**src/rtl/bfs_multi.sv**
```systemverilog
// Breadth-first-search engine over a CSR graph held in on-chip arrays, with
// abort, per-node level readback and write lockout. Optional cycle counter: BFS_MULTI_CYCLE_CNT_EN.
module bfs_multi #(
  parameter  int SCALE       = 4,
  parameter  int EDGE_FACTOR = 4,
  parameter  int N_LEVELS    = 10,
  parameter  int LEVEL_W     = 8,
  parameter  int CNT_W       = SCALE + 1,
  localparam int N_NODES     = 2**SCALE,
  localparam int N_EDGES     = N_NODES * EDGE_FACTOR,
  localparam int EW          = $clog2(N_EDGES),
  localparam int LCA_W       = $clog2(N_LEVELS),
  localparam int LU_W        = LCA_W + 1
) (
  input  logic               clk,
  input  logic               rst,
  input  logic               node_we,
  input  logic [SCALE-1:0]   node_waddr,
  input  logic [EW:0]        node_begin_wdata,
  input  logic [EW:0]        node_end_wdata,
  input  logic               edge_we,
  input  logic [EW-1:0]      edge_waddr,
  input  logic [SCALE-1:0]   edge_dst_wdata,
  input  logic               start,
  input  logic               abort,
  input  logic [SCALE-1:0]   start_node,
  output logic               busy,
  output logic               done,
  output logic               aborted,
  output logic [LU_W-1:0]    levels_used,
  input  logic [LCA_W-1:0]   lc_rd_addr,
  output logic [CNT_W-1:0]   lc_rd_data,
  input  logic [SCALE-1:0]   lv_rd_addr,
  output logic [LEVEL_W-1:0] lv_rd_data
`ifdef BFS_MULTI_CYCLE_CNT_EN
  ,
  output logic [31:0]        cycle_cnt
`endif
);

  localparam int INIT_N = (N_NODES > N_LEVELS) ? N_NODES : N_LEVELS;
  localparam int IW     = $clog2(INIT_N) + 1;
  localparam logic [LEVEL_W-1:0] MAX_LEVEL = '1;

  typedef enum logic [3:0] {
    S_IDLE, S_INIT, S_ROOT, S_H_START, S_NODE_LD, S_NODE_DEC,
    S_EDGE_LD, S_EDGE_DEC, S_POST, S_FIN
  } state_t;

  logic [EW:0]        node_begin   [N_NODES];
  logic [EW:0]        node_end     [N_NODES];
  logic [SCALE-1:0]   edge_dst     [N_EDGES];
  logic [LEVEL_W-1:0] level        [N_NODES];
  logic [CNT_W-1:0]   level_counts [N_LEVELS];

  state_t             state_q, state_d;
  logic [SCALE-1:0]   root_q, root_d, n_q, n_d, dst_q, dst_d;
  logic [IW-1:0]      init_q, init_d;
  logic [LEVEL_W-1:0] h_q, h_d, lvn_q, lvn_d, hp1;
  logic [CNT_W-1:0]   cnt_q, cnt_d;
  logic [EW:0]        e_q, e_d, end_q, end_d;
  logic [LU_W-1:0]    lu_q, lu_d;
  logic               busy_q, busy_d, done_q, done_d, aborted_q, aborted_d;
  logic               abort_hit, dst_unvisited;

  logic               lv_we, lc_we;
  logic [SCALE-1:0]   lv_wa;
  logic [LEVEL_W-1:0] lv_wd;
  logic [LCA_W-1:0]   lc_wa;
  logic [CNT_W-1:0]   lc_wd;

`ifdef BFS_MULTI_CYCLE_CNT_EN
  logic [31:0] cyc_q, cyc_d;
  assign cycle_cnt = cyc_q;
`endif

  assign hp1           = h_q + LEVEL_W'(1);
  assign abort_hit     = abort && (state_q != S_IDLE) && (state_q != S_FIN);
  assign dst_unvisited = (level[dst_q] == MAX_LEVEL);

  always_ff @(posedge clk or posedge rst) begin
    if (rst) begin
      state_q   <= S_IDLE;
      root_q    <= '0;
      n_q       <= '0;
      dst_q     <= '0;
      init_q    <= '0;
      h_q       <= '0;
      lvn_q     <= '0;
      cnt_q     <= '0;
      e_q       <= '0;
      end_q     <= '0;
      lu_q      <= '0;
      busy_q    <= 1'b0;
      done_q    <= 1'b0;
      aborted_q <= 1'b0;
`ifdef BFS_MULTI_CYCLE_CNT_EN
      cyc_q     <= '0;
`endif
    end else begin
      state_q   <= state_d;
      root_q    <= root_d;
      n_q       <= n_d;
      dst_q     <= dst_d;
      init_q    <= init_d;
      h_q       <= h_d;
      lvn_q     <= lvn_d;
      cnt_q     <= cnt_d;
      e_q       <= e_d;
      end_q     <= end_d;
      lu_q      <= lu_d;
      busy_q    <= busy_d;
      done_q    <= done_d;
      aborted_q <= aborted_d;
`ifdef BFS_MULTI_CYCLE_CNT_EN
      cyc_q     <= cyc_d;
`endif
    end
  end

  always_comb begin
    state_d   = state_q;
    root_d    = root_q;
    n_d       = n_q;
    dst_d     = dst_q;
    init_d    = init_q;
    h_d       = h_q;
    lvn_d     = lvn_q;
    cnt_d     = cnt_q;
    e_d       = e_q;
    end_d     = end_q;
    lu_d      = lu_q;
    done_d    = 1'b0;
    aborted_d = 1'b0;
`ifdef BFS_MULTI_CYCLE_CNT_EN
    cyc_d = (busy_q && cyc_q != '1) ? cyc_q + 32'd1 : cyc_q;
`endif
    case (state_q)
      S_IDLE: if (start) begin
        root_d  = start_node;
        init_d  = '0;
        state_d = S_INIT;
`ifdef BFS_MULTI_CYCLE_CNT_EN
        cyc_d   = '0;
`endif
      end
      S_INIT: begin
        if (init_q == IW'(INIT_N - 1)) state_d = S_ROOT;
        else                           init_d  = init_q + IW'(1);
      end
      S_ROOT: begin
        h_d     = '0;
        state_d = S_H_START;
      end
      S_H_START: begin
        cnt_d   = '0;
        n_d     = '0;
        state_d = S_NODE_LD;
      end
      S_NODE_LD: begin
        lvn_d   = level[n_q];
        e_d     = node_begin[n_q];
        end_d   = node_end[n_q];
        state_d = S_NODE_DEC;
      end
      S_NODE_DEC, S_EDGE_LD: begin
        // A frontier node with e < end has edges left; anything else moves to the next node.
        if (state_q == S_NODE_DEC ? (lvn_q == h_q) : (e_q < end_q)) begin
          dst_d   = edge_dst[e_q[EW-1:0]];
          state_d = (state_q == S_NODE_DEC) ? S_EDGE_LD : S_EDGE_DEC;
        end else if (n_q == SCALE'(N_NODES - 1)) begin
          state_d = S_POST;
        end else begin
          n_d     = n_q + SCALE'(1);
          state_d = S_NODE_LD;
        end
      end
      S_EDGE_DEC: begin
        if (dst_unvisited && cnt_q != '1) cnt_d = cnt_q + CNT_W'(1);
        e_d     = e_q + (EW+1)'(1);
        state_d = S_EDGE_LD;
      end
      S_POST: begin
        lu_d = LU_W'(hp1);
        if (cnt_q == '0 || hp1 == LEVEL_W'(N_LEVELS - 1)) begin
          state_d = S_FIN;
        end else begin
          h_d     = hp1;
          state_d = S_H_START;
        end
      end
      S_FIN: begin
        done_d  = 1'b1;
        state_d = S_IDLE;
      end
      default: state_d = S_IDLE;
    endcase
    if (abort_hit) begin
      state_d   = S_IDLE;
      aborted_d = 1'b1;
      lu_d      = lu_q;
    end
    busy_d = (state_d != S_IDLE);
  end

  always_comb begin
    lv_we = 1'b0;
    lv_wa = '0;
    lv_wd = MAX_LEVEL;
    lc_we = 1'b0;
    lc_wa = '0;
    lc_wd = '0;
    case (state_q)
      S_INIT: begin
        lv_we = (init_q < IW'(N_NODES));
        lv_wa = init_q[SCALE-1:0];
        lc_we = (init_q < IW'(N_LEVELS));
        lc_wa = init_q[LCA_W-1:0];
      end
      S_ROOT: begin
        lv_we = 1'b1;
        lv_wa = root_q;
        lv_wd = '0;
        lc_we = 1'b1;
        lc_wd = CNT_W'(1);
      end
      S_EDGE_DEC: begin
        lv_we = dst_unvisited;
        lv_wa = dst_q;
        lv_wd = hp1;
      end
      S_POST: begin
        lc_we = 1'b1;
        lc_wa = hp1[LCA_W-1:0];
        lc_wd = cnt_q;
      end
      default: ;
    endcase
    if (abort_hit) begin
      lv_we = 1'b0;
      lc_we = 1'b0;
    end
  end

  always_ff @(posedge clk) begin
    if (node_we && !busy_q) begin
      node_begin[node_waddr] <= node_begin_wdata;
      node_end[node_waddr]   <= node_end_wdata;
    end
    if (edge_we && !busy_q) edge_dst[edge_waddr] <= edge_dst_wdata;
    if (lv_we) level[lv_wa] <= lv_wd;
    if (lc_we) level_counts[lc_wa] <= lc_wd;
  end

  assign busy        = busy_q;
  assign done        = done_q;
  assign aborted     = aborted_q;
  assign levels_used = lu_q;
  assign lc_rd_data  = (32'(lc_rd_addr) < N_LEVELS) ? level_counts[lc_rd_addr] : '0;
  assign lv_rd_data  = level[lv_rd_addr];

endmodule
```
**config.mk**
```make
export PLATFORM = sky130hd
export DESIGN_NAME = bfs_multi
export DESIGN_NICKNAME = d
export VERILOG_FILES = /design/src/rtl/bfs_multi.sv
export SDC_FILE = /design/constraint.sdc
export NUM_CORES = 1
export LEC_CHECK = 0
export ABC_AREA = 1
export CORE_MARGIN = 1.5
export CORE_UTILIZATION = 25
export DETAILED_ROUTE_END_ITERATION = 12
export PLACE_DENSITY = 0.37
export SLEW_MARGIN = 20
export SYNTH_ARGS = -nofsm -noshare
export SYNTH_HDL_FRONTEND = slang
export SYNTH_SLANG_ARGS = --single-unit
export TNS_END_PERCENT = 50
```
**constraint.sdc**
```tcl
create_clock -name clk -period 2 [get_ports clk]
set_input_delay 0.4 -clock clk [delete_from_list [all_inputs] [get_ports clk]]
set_output_delay 0.4 -clock clk [all_outputs]
set_load 0.01 [all_outputs]
```
# == Word level (Yosys, flattened, before mapping) ==
# Memory sizes are Yosys's and may differ from the RTL's. A register that Yosys moved wholly into a read port is not among the register bits.
# Index checks and enable logic that the tools add are counted.
# W data, S select, Z words.
# classes
bitwise_logic,1
order_cmp,4
muxes,39
eq_ne,22
addsub,5
reduce_logical,25
# op_table
operator,count
$mux W4,8
$pmux W4 S8,1
$pmux W8 S2,2
$pmux W5 S2,3
$mux W5,4
$eq A4 B3 Y1 const B,4
$pmux W4 S2,2
$mux W1,14
$pmux W7 S2,1
$eq A4 B4 Y1 const B,3
$ne A2 B2 Y1 const B,6
$pmux W4 S3,1
$add A5 B1 Y5 const B,2
$reduce_and A2 Y1,5
$reduce_bool A2 Y1,5
$add A8 B1 Y8 const B,1
$eq A4 B2 Y1 const B,2
$eq A8 B4 Y1 const B,1
$eq A8 B8 Y1,1
$eq A8 B8 Y1 const B,1
$mux W8,1
$reduce_bool A4 Y1,2
$add A7 B1 Y7 const B,1
$lt A7 B7 Y1,1
18 further kinds,24
# totals
out_inout_bits,21
ff_bits,45
inputBits,46
ram_bits,658
n_memories,5
wordCells,112
# mem_list
name,depth,width,read_ports,rd_ports_with_merged_regs,write_ports,line_no,rtl
edge_dst,64,4,1,1,1,52,logic [SCALE-1:0] edge_dst [N_EDGES];
level,16,8,3,1,1,53,logic [LEVEL_W-1:0] level [N_NODES];
node_begin,16,7,1,0,1,50,logic [EW:0] node_begin [N_NODES];
node_end,16,7,1,1,1,51,logic [EW:0] node_end [N_NODES];
level_counts,10,5,1,0,1,54,logic [CNT_W-1:0] level_counts [N_LEVELS];

# == Depth between registers and ports, before layout ==
# Gate-level depths: netlist of run 1.
# depth
word_depth,7
ltp_mapped,14
ltp_nobuf,13

# == Least setup slack after synthesis of run 1 ==
# Ideal clock, no wire load.
# synth_timing
kind,reg-to-reg
start,register dst_q[1] (read register of edge_dst)
end,"memory level[12][0], enable pin"
arrival_time_ps,1795
synth_period_minus_slack_ps,2165
setup_ps,370
setup_slack_ps,-165
n_path_buf,2
path_stages_with_launch,14
path_cell_list,dfrtp_1 buf_6 buf_6 nor2_1 nand2_1 nand3_1 nand2_1 a21oi_1 nand3_1 nand2_2 nand2_1 nand2_2 nand3_2 nor2_1
# synth_via
elab_chain_cells,6
# synth_lines
item,line_no,rtl
from (decl),57,"logic [SCALE-1:0] root_q, root_d, n_q, n_d, dst_q, dst_d;"
$mem_v2 Z16 W8,-,
$eq A8 B8 Y1,79,assign dst_unvisited = (level[dst_q] == MAX_LEVEL);
$pmux W1 S3,213,case (state_q)
$mux W1,239,if (abort_hit) begin
$mux W1,251,if (lv_we) level[lv_wa] <= lv_wd;
$mux W1 (implied by the code),251,
to (decl),53,
# Several ways; a longest one is shown, not always the timed one.

# == Worst setup path after layout of run 1 ==
# layout_timing
start,register dst_q[1] (read register of edge_dst)
end,"memory level[9][2], enable pin"
# The elaborated chain is that of the path after synthesis.

==> results of run 1 <==
-- sequential cells by signal, summed over array words and instances, names as in the netlist --
| signal | cells |
|---|---|
| cnt_q | 5 |
| aborted | 1 |
| end_q | 7 |
| node_begin | 112 |
| state_q | 4 |
| node_end | 112 |
| levels_used | 5 |
| init_q | 5 |
| lvn_q | 8 |
| n_q | 4 |
| busy | 1 |
| h_q | 8 |
| e_q | 7 |
| root_q | 4 |
| dst_q | 4 |
| level_counts | 50 |
| level | 128 |
| edge_dst | 256 |
| done | 1 |
-- placed cells by master, fill, tap and decap left out, types with 6 or more instances in the layout --
| cell type | n |
|---|---|
| a21oi_1 | 79 |
| a21oi_2 | 18 |
| a221oi_1 | 14 |
| a22oi_1 | 13 |
| buf_12 | 60 |
| buf_2 | 14 |
| buf_4 | 406 |
| buf_6 | 60 |
| buf_8 | 6 |
| bufinv_16 | 12 |
| clkbuf_1 | 14 |
| clkbuf_16 | 91 |
| clkdlybuf4s50_1 | 44 |
| clkinv_1 | 23 |
| clkinv_2 | 10 |
| dfrtp_1 | 55 |
| dfrtp_2 | 6 |
| edfxtp_1 | 658 |
| ha_1 | 13 |
| inv_1 | 136 |
| inv_2 | 31 |
| inv_4 | 6 |
| mux2i_1 | 6 |
| nand2_1 | 244 |
| nand2_2 | 42 |
| nand2_4 | 15 |
| nand3_1 | 96 |
| nand3_2 | 42 |
| nand4_1 | 26 |
| nor2_1 | 426 |
| nor2_2 | 35 |
| nor2_4 | 48 |
| o211ai_1 | 79 |
| o21ai_0 | 299 |
| o21ai_1 | 89 |
| o21ai_2 | 29 |
| o221ai_1 | 28 |
| o221ai_2 | 10 |
| o22ai_1 | 66 |
| xor2_1 | 7 |
-- through the flow --
step / setup slack [ns] / utilization, % / power (mW) / setup TNS [ns] / instance area (um^2)
after floorplan: -0.1064 / - / 25.44 / -19.84 / 31620
after global placement: -0.8250 / 30.39 / 32.35 / -162.49 / 38110
after detailed placement: -0.8153 / 30.39 / 32.36 / -178.16 / 38110
after CTS: -0.4784 / 33.05 / 49.07 / -60.33 / 41450
after global routing: -0.5783 / 34.25 / 53.10 / -81.97 / 42960
final: -0.4671 / 34.25 / 50.53 / -59.83 / 42960
-- cell families (layout without fill, tap and decap cells) --
group,after synthesis,after routing
simple gates,995,995
compound gates,747,747
flops,722,722
buf+inv,337,940
fa+ha+maj,15,15
xor+xnor,13,13
mux,10,10
-- power by group --
group / internal, mW / switching, mW
registers: 17.3 / 0.525
logic: 6.60 / 10.4
clock network: 9.32 / 6.43
total: 33.2 / 17.4
-- worst paths after layout --
check | from | endpoint | slack, ns | depth (start not counted)
worst max-delay path | dst_q[1]$_DFFE_PP0N_ | level[9][2]$_DFFE_PP_ | -0.47 | 15
worst min-delay path | edge_dst_wdata[1] | edge_dst[36][1]$_DFFE_PP_ | 0.25 | 1
worst max register to register | dst_q[1]$_DFFE_PP0N_ | level[9][2]$_DFFE_PP_ | -0.47 | 15
worst min register to register | levels_used[0]$_DFFE_PP0P_ | levels_used[0]$_DFFE_PP0P_ | 0.50 | 2
max in group asynchronous | rst | init_q[4]$_DFFE_PP0P_ | 1.15 | 3
min in group asynchronous | rst | n_q[1]$_DFFE_PP0P_ | 0.31 | 2
-- repair_timing --
action / 4_1_cts / 5_1_grt
buffers inserted: 17 / 37
pin swaps: 59 / 140
cloned: 2 / 8
resized for setup: 216 / 349
endpoints found under the setup margin: 344 / 706
-- metal layers --
metal  global-route usage, %  vias up  part of all wire [%]
li1                        -    11349                     -
met1                   21.95    11883                    45
met2                   26.61      609                    47
met3                   1.990      176                   4.8
met4                   5.578        2                   2.9
met5                       0        -                 0.012
-- worst reg2reg max path, cell delays in order (launching register included) --
cell	delay, ns
dfrtp_2	0.48
clkbuf_16	0.22
clkinv_8	0.08
nor2_1	0.04
o21bai_1	0.11
nand2_1	0.08
nor2_2	0.12
nand3_2	0.09
nand2_2	0.11
nand2_2	0.07
nand2_4	0.10
nand2_4	0.06
nand2_4	0.09
nand3_2	0.09
buf_12	0.16
nor2_4	0.24
-- cells in the mapped netlist, drive strengths merged, types with 6 or more instances --
master	instances	share of area (%)
edfxtp	658	63
nor2	509	6.1
o21ai	418	6.6
nand2	302	3.7
inv	176	2.1
nand3	142	2.3
clkbuf	98	1.2
a21oi	97	1.5
o211ai	79	1.9
o22ai	70	1.4
dfrtp	64	5.1
buf	57	0.97
o221ai	38	1.1
nand4	26	0.52
a22oi	18	0.43
ha	15	0.60
a221oi	14	0.39
mux2i	10	0.32
xor2	9	0.25
nor3	8	0.17
clkinv	6	0.075
-- final cells by class --
class	count	area [um^2]	area share, %
clock buffer	99	2157	5.021
clock inverter	53	660.6	1.538
inverter	182	724.4	1.686
multi-input combinational	1780	10080	23.47
sequential	722	21380	49.77
tap	1650	2064	4.806
timing repair buffer	606	5889	13.71
==> flow_summary.json, run 1 <==
{
  "period_share_pct": 123.4,
  "status": "complete, but fails checks",
  "htreeDepth": 3,
  "layout.cells.non_filler": 5092,
  "synth_compound_area_share_pct": 13.68,
  "crit_path_frequent_cell": "nand2_4",
  "die_w_um": 358.2,
  "async_flop_share_pct": 8.864,
  "tightestPinTransition_ns": 0.5912,
  "placementRows": 130,
  "fillerInstances": 12367,
  "max_stage_delay_ns": 0.48,
  "fin_ws_ns": -0.4671,
  "grt_max_degree": 86,
  "numCtsBuffers": 82,
  "path_buf_inv": 3,
  "critPathCaptureType": "flop",
  "syn_to_final_growth_pct": 36.19,
  "dpl.hpwl_um": 70580,
  "synth_top_family_by_area": "compound AO/OA/AOI/OAI gates",
  "layout_min_cycle_time_ns": 2.467,
  "setup_viol_count_final": 182,
  "vdd_drop_max_v": 0.0005092,
  "path_delay_family": "simple AND/OR/NAND/NOR gates",
  "drt_iter0_drc": 2000,
  "grtUsageTotal_pct": 16.17,
  "core-area_mm2": 0.1254,
  "remaining_drc_errors": 0,
  "p_per_area_mw_per_mm2": 1176,
  "die_y_um": 358.2,
  "avgSynthCellArea_um2": 11.11,
  "wire_per_inst_um": 21.06,
  "clock_sinks": 722,
  "muxShareOfSynthArea_pct": 0.3173,
  "synthCells": 2839,
  "cts_root_buffer": "clkbuf_16",
  "grt_pass1_vias": 24153,
  "hold_path_class": "primary input to flop",
  "synth-xor-area-share_pct": 0.3610,
  "final-hold-violation-count": 0,
  "grt_setup_unrepaired": "true",
  "cts.path.max_buffers": 3,
  "whs_ns": 0.2548,
  "path_class": "flop to flop",
  "ys_seq_area_share_pct": 67.72,
  "relSlewSlack_pct": 60.47,
  "cts_tree": "done",
  "clkTransAtPathRegs_ns": 0.06,
  "dp_cells": 4884,
  "ant_nets": 0,
  "synth_ff_type": "edfxtp_1",
  "wirelength_um": 107200,
  "antenna_found_initial": 4,
  "dieArea_mm2": 0.1283,
  "antennaDiodeCount": 0,
  "start_util_pct": 25.15,
  "drv_cap": 0,
  "ctsHoldBuffers": 0,
  "grt_overflow": 0,
  "synthSimpleGateAreaFrac_pct": 13.02,
  "portBuffers": 66,
  "clock_latency_ns": 0.66,
  "io-pin-count": 67,
  "violations": "negative setup slack",
  "layout-drive-gt1-share_pct": 29.02,
  "start_kind": "flop",
  "fmax_mhz": 405.3,
  "path_max_fanout": 8,
  "synth_edf_count": 658,
  "syn_area_mm2": 0.03154,
  "crit_arrival_ns": 2.80,
  "syn_nets": 2900,
  "p_leak_nw": 15.45,
  "clock_skew_ns": 0.01971,
  "drv_slew": 0,
  "grt_pass1_wl_um": 155500,
  "nets": 3435,
  "critPathSlowestCell": "dfrtp_2",
  "drt-pass1-iter-count": 5,
  "synth-adder-area-share_pct": 0.5950,
  "place_congestion": 0.8751,
  "vias": 24019,
  "cp_cell_sequence": "clkbuf_16 -> clkinv_8 -> nor2_1 -> o21bai_1 -> nand2_1 -> nor2_2 -> nand3_2 -> nand2_2 -> nand2_2 -> nand2_4 -> nand2_4 -> nand2_4 -> nand3_2 -> buf_12 -> nor2_4",
  "yosysWarnings": 0,
  "cp_data_required_time_ns": 2.34,
  "ys_ff_latch": 722,
  "viasPerCell": 4.717,
  "synthDistinctLibCells": 48
}
Note: power is estimated with default switching activity, not from simulation.
==> run 2: changes to the inputs <==
--- a/config.mk
+++ b/config.mk
@@ -9,7 +9,7 @@
 export CORE_MARGIN = 1.5
 export CORE_UTILIZATION = 25
 export DETAILED_ROUTE_END_ITERATION = 12
-export PLACE_DENSITY = 0.37
+export PLACE_DENSITY = 0.36
 export SLEW_MARGIN = 20
 export SYNTH_ARGS = -nofsm -noshare
 export SYNTH_HDL_FRONTEND = slang
==> constraint.sdc (replaced) <==
create_clock -name clk -period 3.2 [get_ports clk]
set_input_delay 0.96 -clock clk [delete_from_list [all_inputs] [get_ports clk]]
set_output_delay 0.96 -clock clk [all_outputs]
set_load 0.01 [all_outputs]
==> flow_summary.json, run 2 (synthesis results as in run 1) <==
{
  "crit_arrival_ns": 2.18,
  "status": "finished, final reports clean",
  "tightestPinTransition_ns": 1.058,
  "cp_data_required_time_ns": 2.24,
  "p_per_area_mw_per_mm2": 755.8,
  "grt_overflow": 0,
  "nets": 3043,
  "antenna_found_initial": 2,
  "regMostFlops": "edge_dst",
  "hold_path_class": "flop to flop",
  "critPathCaptureType": "output pin",
  "grt_setup_unrepaired": "true",
  "clkTransAtPathRegs_ns": 0.06,
  "wirelength_um": 103900,
  "final-hold-violation-count": 0,
  "rr_endpoint": "level[7][4]$_DFFE_PP_",
  "p_sw_share_pct": 33.98,
  "placementRows": 130,
  "core-area_mm2": 0.1254,
  "pwr-share-comb_pct": 26.3,
  "dieArea_mm2": 0.1283,
  "die_y_um": 358.2,
  "p_switching_mw": 9.796,
  "min_to": "levels_used[1]$_DFFE_PP0P_",
  "hold-path-cell-count": 2,
  "ff2ff_path_depth": 14,
  "viasPerCell": 4.781,
  "die_w_um": 358.2,
  "clockPowerShare_pct": 34.9,
  "hold_start": "levels_used[1]$_DFFE_PP0P_",
  "remaining_drc_errors": 0,
  "portBuffers": 66,
  "top_layer_used": "met4",
  "largest_reg_flops": 256,
  "layout_common_cells": "658 x edfxtp_1, 488 x nor2_1, 386 x o21ai_0, 296 x nand2_1, 161 x inv_1",
  "grt_pass1_wl_um": 152800,
  "drv_slew": 0,
  "vias": 22485,
  "final_common_cell": "edfxtp_1",
  "period_share_pct": 98.21,
  "cts.path.max_buffers": 3,
  "setup_viol_count_final": 0,
  "whs_ns": 0.4993,
  "io-pin-count": 67,
  "grtUsageTotal_pct": 16.11,
  "syn_to_final_growth_pct": 20.94,
  "reg_top3": "edge_dst (256), level (128)",
  "ctsHoldBuffers": 0,
  "wire_per_inst_um": 22.09,
  "dpl_cell_area_mm2": 0.03504,
  "numCtsBuffers": 84,
  "m1WireLength_um": 45650,
  "drt_iter0_drc": 1775,
  "vdd_drop_max_v": 0.0005330,
  "p_leak_nw": 13.07,
  "drt-pass1-iter-count": 6,
  "clock_latency_ns": 0.68,
  "relSlewSlack_pct": 29.41,
  "path_class": "primary input to output pin",
  "r2r_start": "dst_q[1]$_DFFE_PP0N_",
  "antennaDiodeCount": 0,
  "clock_sinks": 722,
  "cts_root_buffer": "clkbuf_16",
  "start_util_pct": 25.15,
  "ff2ff_setup_slack_ns": 0.24,
  "final_area_mm2": 0.03815,
  "fmax_mhz": 318.2,
  "p_int_mw": 19.04,
  "start_kind": "primary input",
  "ant_nets": 0,
  "wl_met3_um": 5214,
  "drv_cap": 0,
  "path_max_fanout": 12,
  "htreeDepth": 3,
  "layout-drive-gt1-share_pct": 11.92,
  "dpl.hpwl_um": 66380,
  "clock_skew_ns": 0.05630,
  "cts_tree": "done",
  "grt_max_degree": 129,
  "met2_length_um": 50110,
  "place_congestion": 0.8554,
  "grt_pass1_vias": 22843,
  "layout_min_cycle_time_ns": 3.143,
  "seqPwrFrac_pct": 38.8
}
==> run 2: cell count changes in the layout (fill, tap and decap cells not counted), sizes merged <==
cell / previous run / this run
buf: 551 / 156
clkbuf: 107 / 121
clkinv: 40 / 30
clkinvlp: 3 / 8
inv: 180 / 176
clkdlybuf4s15: 0 / 3
bufbuf: 0 / 1
bufinv: 12 / 11
clkdlybuf4s50: 44 / 43
dlygate4sd2: 3 / 2
==> run 2: critical path, cell delays in order <==
cell	delay (ns)
buf_6	0.13
bufbuf_16	0.28
buf_4	0.13
o211ai_1	0.08
nand3_1	0.10
nand3_1	0.15
nand2_1	0.10
clkdlybuf4s15_1	0.24
==> run 2: metal layers <==
layer	GRT usage [%]	up-vias
met1	21.18	11216
met3	2.305	144
met5	0	-
li1	-	10533
met2	27.06	592
met4	5.578	0
==> run 2: through the flow <==
stage / power (mW) / setup slack [ns] / util (%) / setup TNS [ns] / instances
6_report: 28.83 / 0.05719 / 30.42 / 0 / 4703
3_5_place_dp: 19.05 / -0.7221 / 27.94 / -7.011 / 4539
5_1_grt: 30.37 / -0.03021 / 30.42 / -0.03021 / 4703
4_1_cts: 29.27 / -0.01238 / 30.39 / -0.02185 / 4702
2_1_floorplan: 15.88 / 0.1914 / - / 0 / 2839
3_3_place_gp: 19.01 / -0.6224 / 27.94 / -6.502 / 4539
==> run 2: how the worst max path moves through the flow <==
stage                     slack (ns)  depth (start not counted)           from            end
final                           0.06                          8  lv_rd_addr[1]  lv_rd_data[2]
after global routing           -0.03                          9  lv_rd_addr[1]  lv_rd_data[2]
after CTS                      -0.01                          8  lv_rd_addr[0]  lv_rd_data[5]
after detailed placement       -0.72                          8  lc_rd_addr[1]  lc_rd_data[3]
after global placement         -0.62                          8  lc_rd_addr[1]  lc_rd_data[3]
after floorplan                 0.19                          7  lc_rd_addr[0]  lc_rd_data[0]
==> run 2: repair_timing <==
action                     in CTS  in global routing
buffers inserted                1                  0
gates resized for setup        75                 22
cloned                          5                  1
pin swaps                      13                  8
setup endpoints to repair      13                 15
==> run 2: area by class of cell <==
type                       count  area [um^2]
inverter                     182        694.4
clock buffer                 115         2328
multi-input combinational   1780         8939
fill                       12709        87260
timing repair inverter         1        7.507
tap                         1650         2064
timing repair buffer         211         2143
clock inverter                42        596.8
sequential                   722        21370
==> run 2: power by group through the flow <==
stage	clock, mW	combinational [mW]	sequential [mW]
finish	10.1	7.58	11.2
global route	10.7	8.42	11.2
CTS	10.4	7.71	11.2
detailed placement	0	7.66	11.4
global placement	0	7.63	11.4
floorplan	0	4.76	11.1
==> run 3: changes to the inputs <==
--- a/config.mk
+++ b/config.mk
@@ -8,6 +8,7 @@
 export ABC_AREA = 1
 export CORE_MARGIN = 1.5
 export CORE_UTILIZATION = 25
+export CTS_CLUSTER_DIAMETER = 100
 export DETAILED_ROUTE_END_ITERATION = 12
 export PLACE_DENSITY = 0.36
 export SLEW_MARGIN = 20
==> constraint.sdc (replaced) <==
create_clock -name clk -period 3.2 [get_ports clk]
set_input_delay 0.8 -clock clk [delete_from_list [all_inputs] [get_ports clk]]
set_output_delay 0.8 -clock clk [all_outputs]
set_load 0.01 [all_outputs]
==> flow_summary.json, run 3 (synthesis results as in run 1) <==
{
  "setup_viol_count_final": 0,
  "wirelength_um": 103000,
  "regMostFlops": "edge_dst",
  "relSlewSlack_pct": 29.42,
  "core-area_mm2": 0.1254,
  "final-hold-violation-count": 0,
  "layout_common_cells": "658 x edfxtp_1, 488 x nor2_1, 394 x o21ai_0, 296 x nand2_1, 165 x inv_1",
  "postLayoutCoreUtil_pct": 30.08,
  "grt_setup_unrepaired": "false",
  "path_max_fanout": 13,
  "clkTransAtPathRegs_ns": 0.06,
  "portBuffers": 66,
  "rr_endpoint": "level[11][5]$_DFFE_PP_",
  "syn_to_final_growth_pct": 19.59,
  "crit_path_frequent_cell": "nand2_1",
  "ff2ff_path_depth": 13,
  "io-pin-count": 67,
  "r2r_start": "dst_q[1]$_DFFE_PP0N_",
  "place_congestion": 0.8813,
  "die_y_um": 358.2,
  "antennaDiodeCount": 0,
  "path_class": "primary input to output pin",
  "antenna_found_initial": 5,
  "fmax_mhz": 328.6,
  "status": "finished, final reports clean",
  "cts.path.max_buffers": 3,
  "grt_overflow": 0,
  "clock_sinks": 722,
  "vdd_drop_max_v": 0.0004447,
  "grt_max_degree": 108,
  "htreeDepth": 3,
  "max_stage_delay_ns": 0.46,
  "cp_data_required_time_ns": 2.40,
  "vias": 22392,
  "dieArea_mm2": 0.1283,
  "cp_cell_sequence": "clkdlybuf4s50_1 -> inv_1 -> buf_12 -> nand2_1 -> o221ai_2 -> nand2_1 -> dlygate4sd2_1",
  "cts_tree": "done",
  "hold_path_class": "primary input to async pin",
  "drv_slew": 0,
  "layout-drive-gt1-share_pct": 10.61,
  "final_area_mm2": 0.03772,
  "start_kind": "primary input",
  "placementRows": 130,
  "reg_top3": "edge_dst (256), level (128)",
  "ant_nets": 0,
  "grt_pass1_wl_um": 150900,
  "dpl_cell_area_mm2": 0.03490,
  "nets": 3027,
  "drt_iter0_drc": 1843,
  "largest_reg_flops": 256,
  "final_common_cell": "edfxtp_1",
  "numCtsBuffers": 85,
  "tightestPinTransition_ns": 1.058,
  "layout_min_cycle_time_ns": 3.043,
  "drt-pass1-iter-count": 6,
  "remaining_drc_errors": 0,
  "grt_pass1_vias": 22624,
  "crit_arrival_ns": 2.24,
  "drv_cap": 0,
  "clock_latency_ns": 0.67,
  "p_leak_nw": 12.90,
  "p_per_area_mw_per_mm2": 752.9,
  "critPathSlowestCell": "clkdlybuf4s50_1",
  "die_w_um": 358.2,
  "cts_root_buffer": "clkbuf_16",
  "clock_skew_ns": 0.03776,
  "period_share_pct": 95.10,
  "critPathCaptureType": "output pin",
  "total_power_mw": 28.40,
  "fin_setup_tns_ns": 0,
  "dpl.hpwl_um": 66770,
  "grtUsageTotal_pct": 15.93,
  "wire_per_inst_um": 21.98,
  "start_util_pct": 25.15,
  "viasPerCell": 4.780,
  "ff2ff_setup_slack_ns": 0.31
}
run 3: cell types whose count changed in the layout (fill, tap and decap cells not counted), moves of 4 or more:
cell	previous run	this run
dlygate4sd2_1	2	11
clkinv_1	12	20
o21ai_0	386	394
buf_2	7	1
buf_6	7	1
clkbuf_8	11	5
o21ai_1	28	22
buf_12	29	24
clkinvlp_4	8	3
bufinv_16	11	7
clkbuf_1	20	16
clkbuf_2	5	1
inv_1	161	165
run 3: critical path, delay by kind of cell:
| kind | cells | cell delay [ns] |
|---|---|---|
| compound gates | 1 | 0.20 |
| buf+inv | 4 | 1.02 |
| simple gates | 2 | 0.21 |
run 3: worst max path at each step:
| stage | from | to | slack (ns) | cells after the start |
|---|---|---|---|---|
| floorplan | lc_rd_addr[0] | lc_rd_data[0] | 0.51 | 7 |
| global placement | lc_rd_addr[1] | lc_rd_data[0] | -0.29 | 7 |
| detailed placement | lc_rd_addr[1] | lc_rd_data[4] | -0.36 | 7 |
| CTS | lc_rd_addr[0] | lc_rd_data[4] | -0.02 | 7 |
| global route | lv_rd_addr[2] | lv_rd_data[6] | 0.006 | 7 |
| finish | lv_rd_addr[2] | lv_rd_data[6] | 0.16 | 7 |
run 3: report_power, final:
group	switching, mW	internal, mW	leakage, nW
Sequential	0.461	10.8	6.61
Clock	4.01	5.62	1.36
Combinational	5.31	2.20	4.93
run 3: per-layer routing:
layer  wire, um  vias up  global-route usage [%]
met5          0        -                       0
met4       3647        0                   6.312
met1      46480    11123                   21.24
li1           -    10495                       -
met3       4594      167                   2.345
met2      48260      607                   26.01
run 3: cell type report:
type,count,area [um^2]
Clock buffer,106,2256
Inverter,182,689.4
Tap cell,1650,2064
Sequential cell,722,21370
Multi-Input combinational cell,1780,8900
Fill cell,12707,87690
Clock inverter,50,538.0
Timing Repair Buffer,195,1901
run 3: repair_timing:
item	CTS	global route
hold buffers	0	0
setup buffers	1	0
gates resized for setup	26	7
endpoints found under the setup margin	13	14
pin swaps	2	2
run 3: stage by stage:
stage	instances	hold WS [ns]	setup slack, ns
finish	4685	0.4787	0.1569
global placement	4528	0.4932	-0.2880
floorplan	2839	0.4499	0.5114
global route	4685	0.5021	0.005992
detailed placement	4528	0.4889	-0.3572
CTS	4685	0.4507	-0.02347
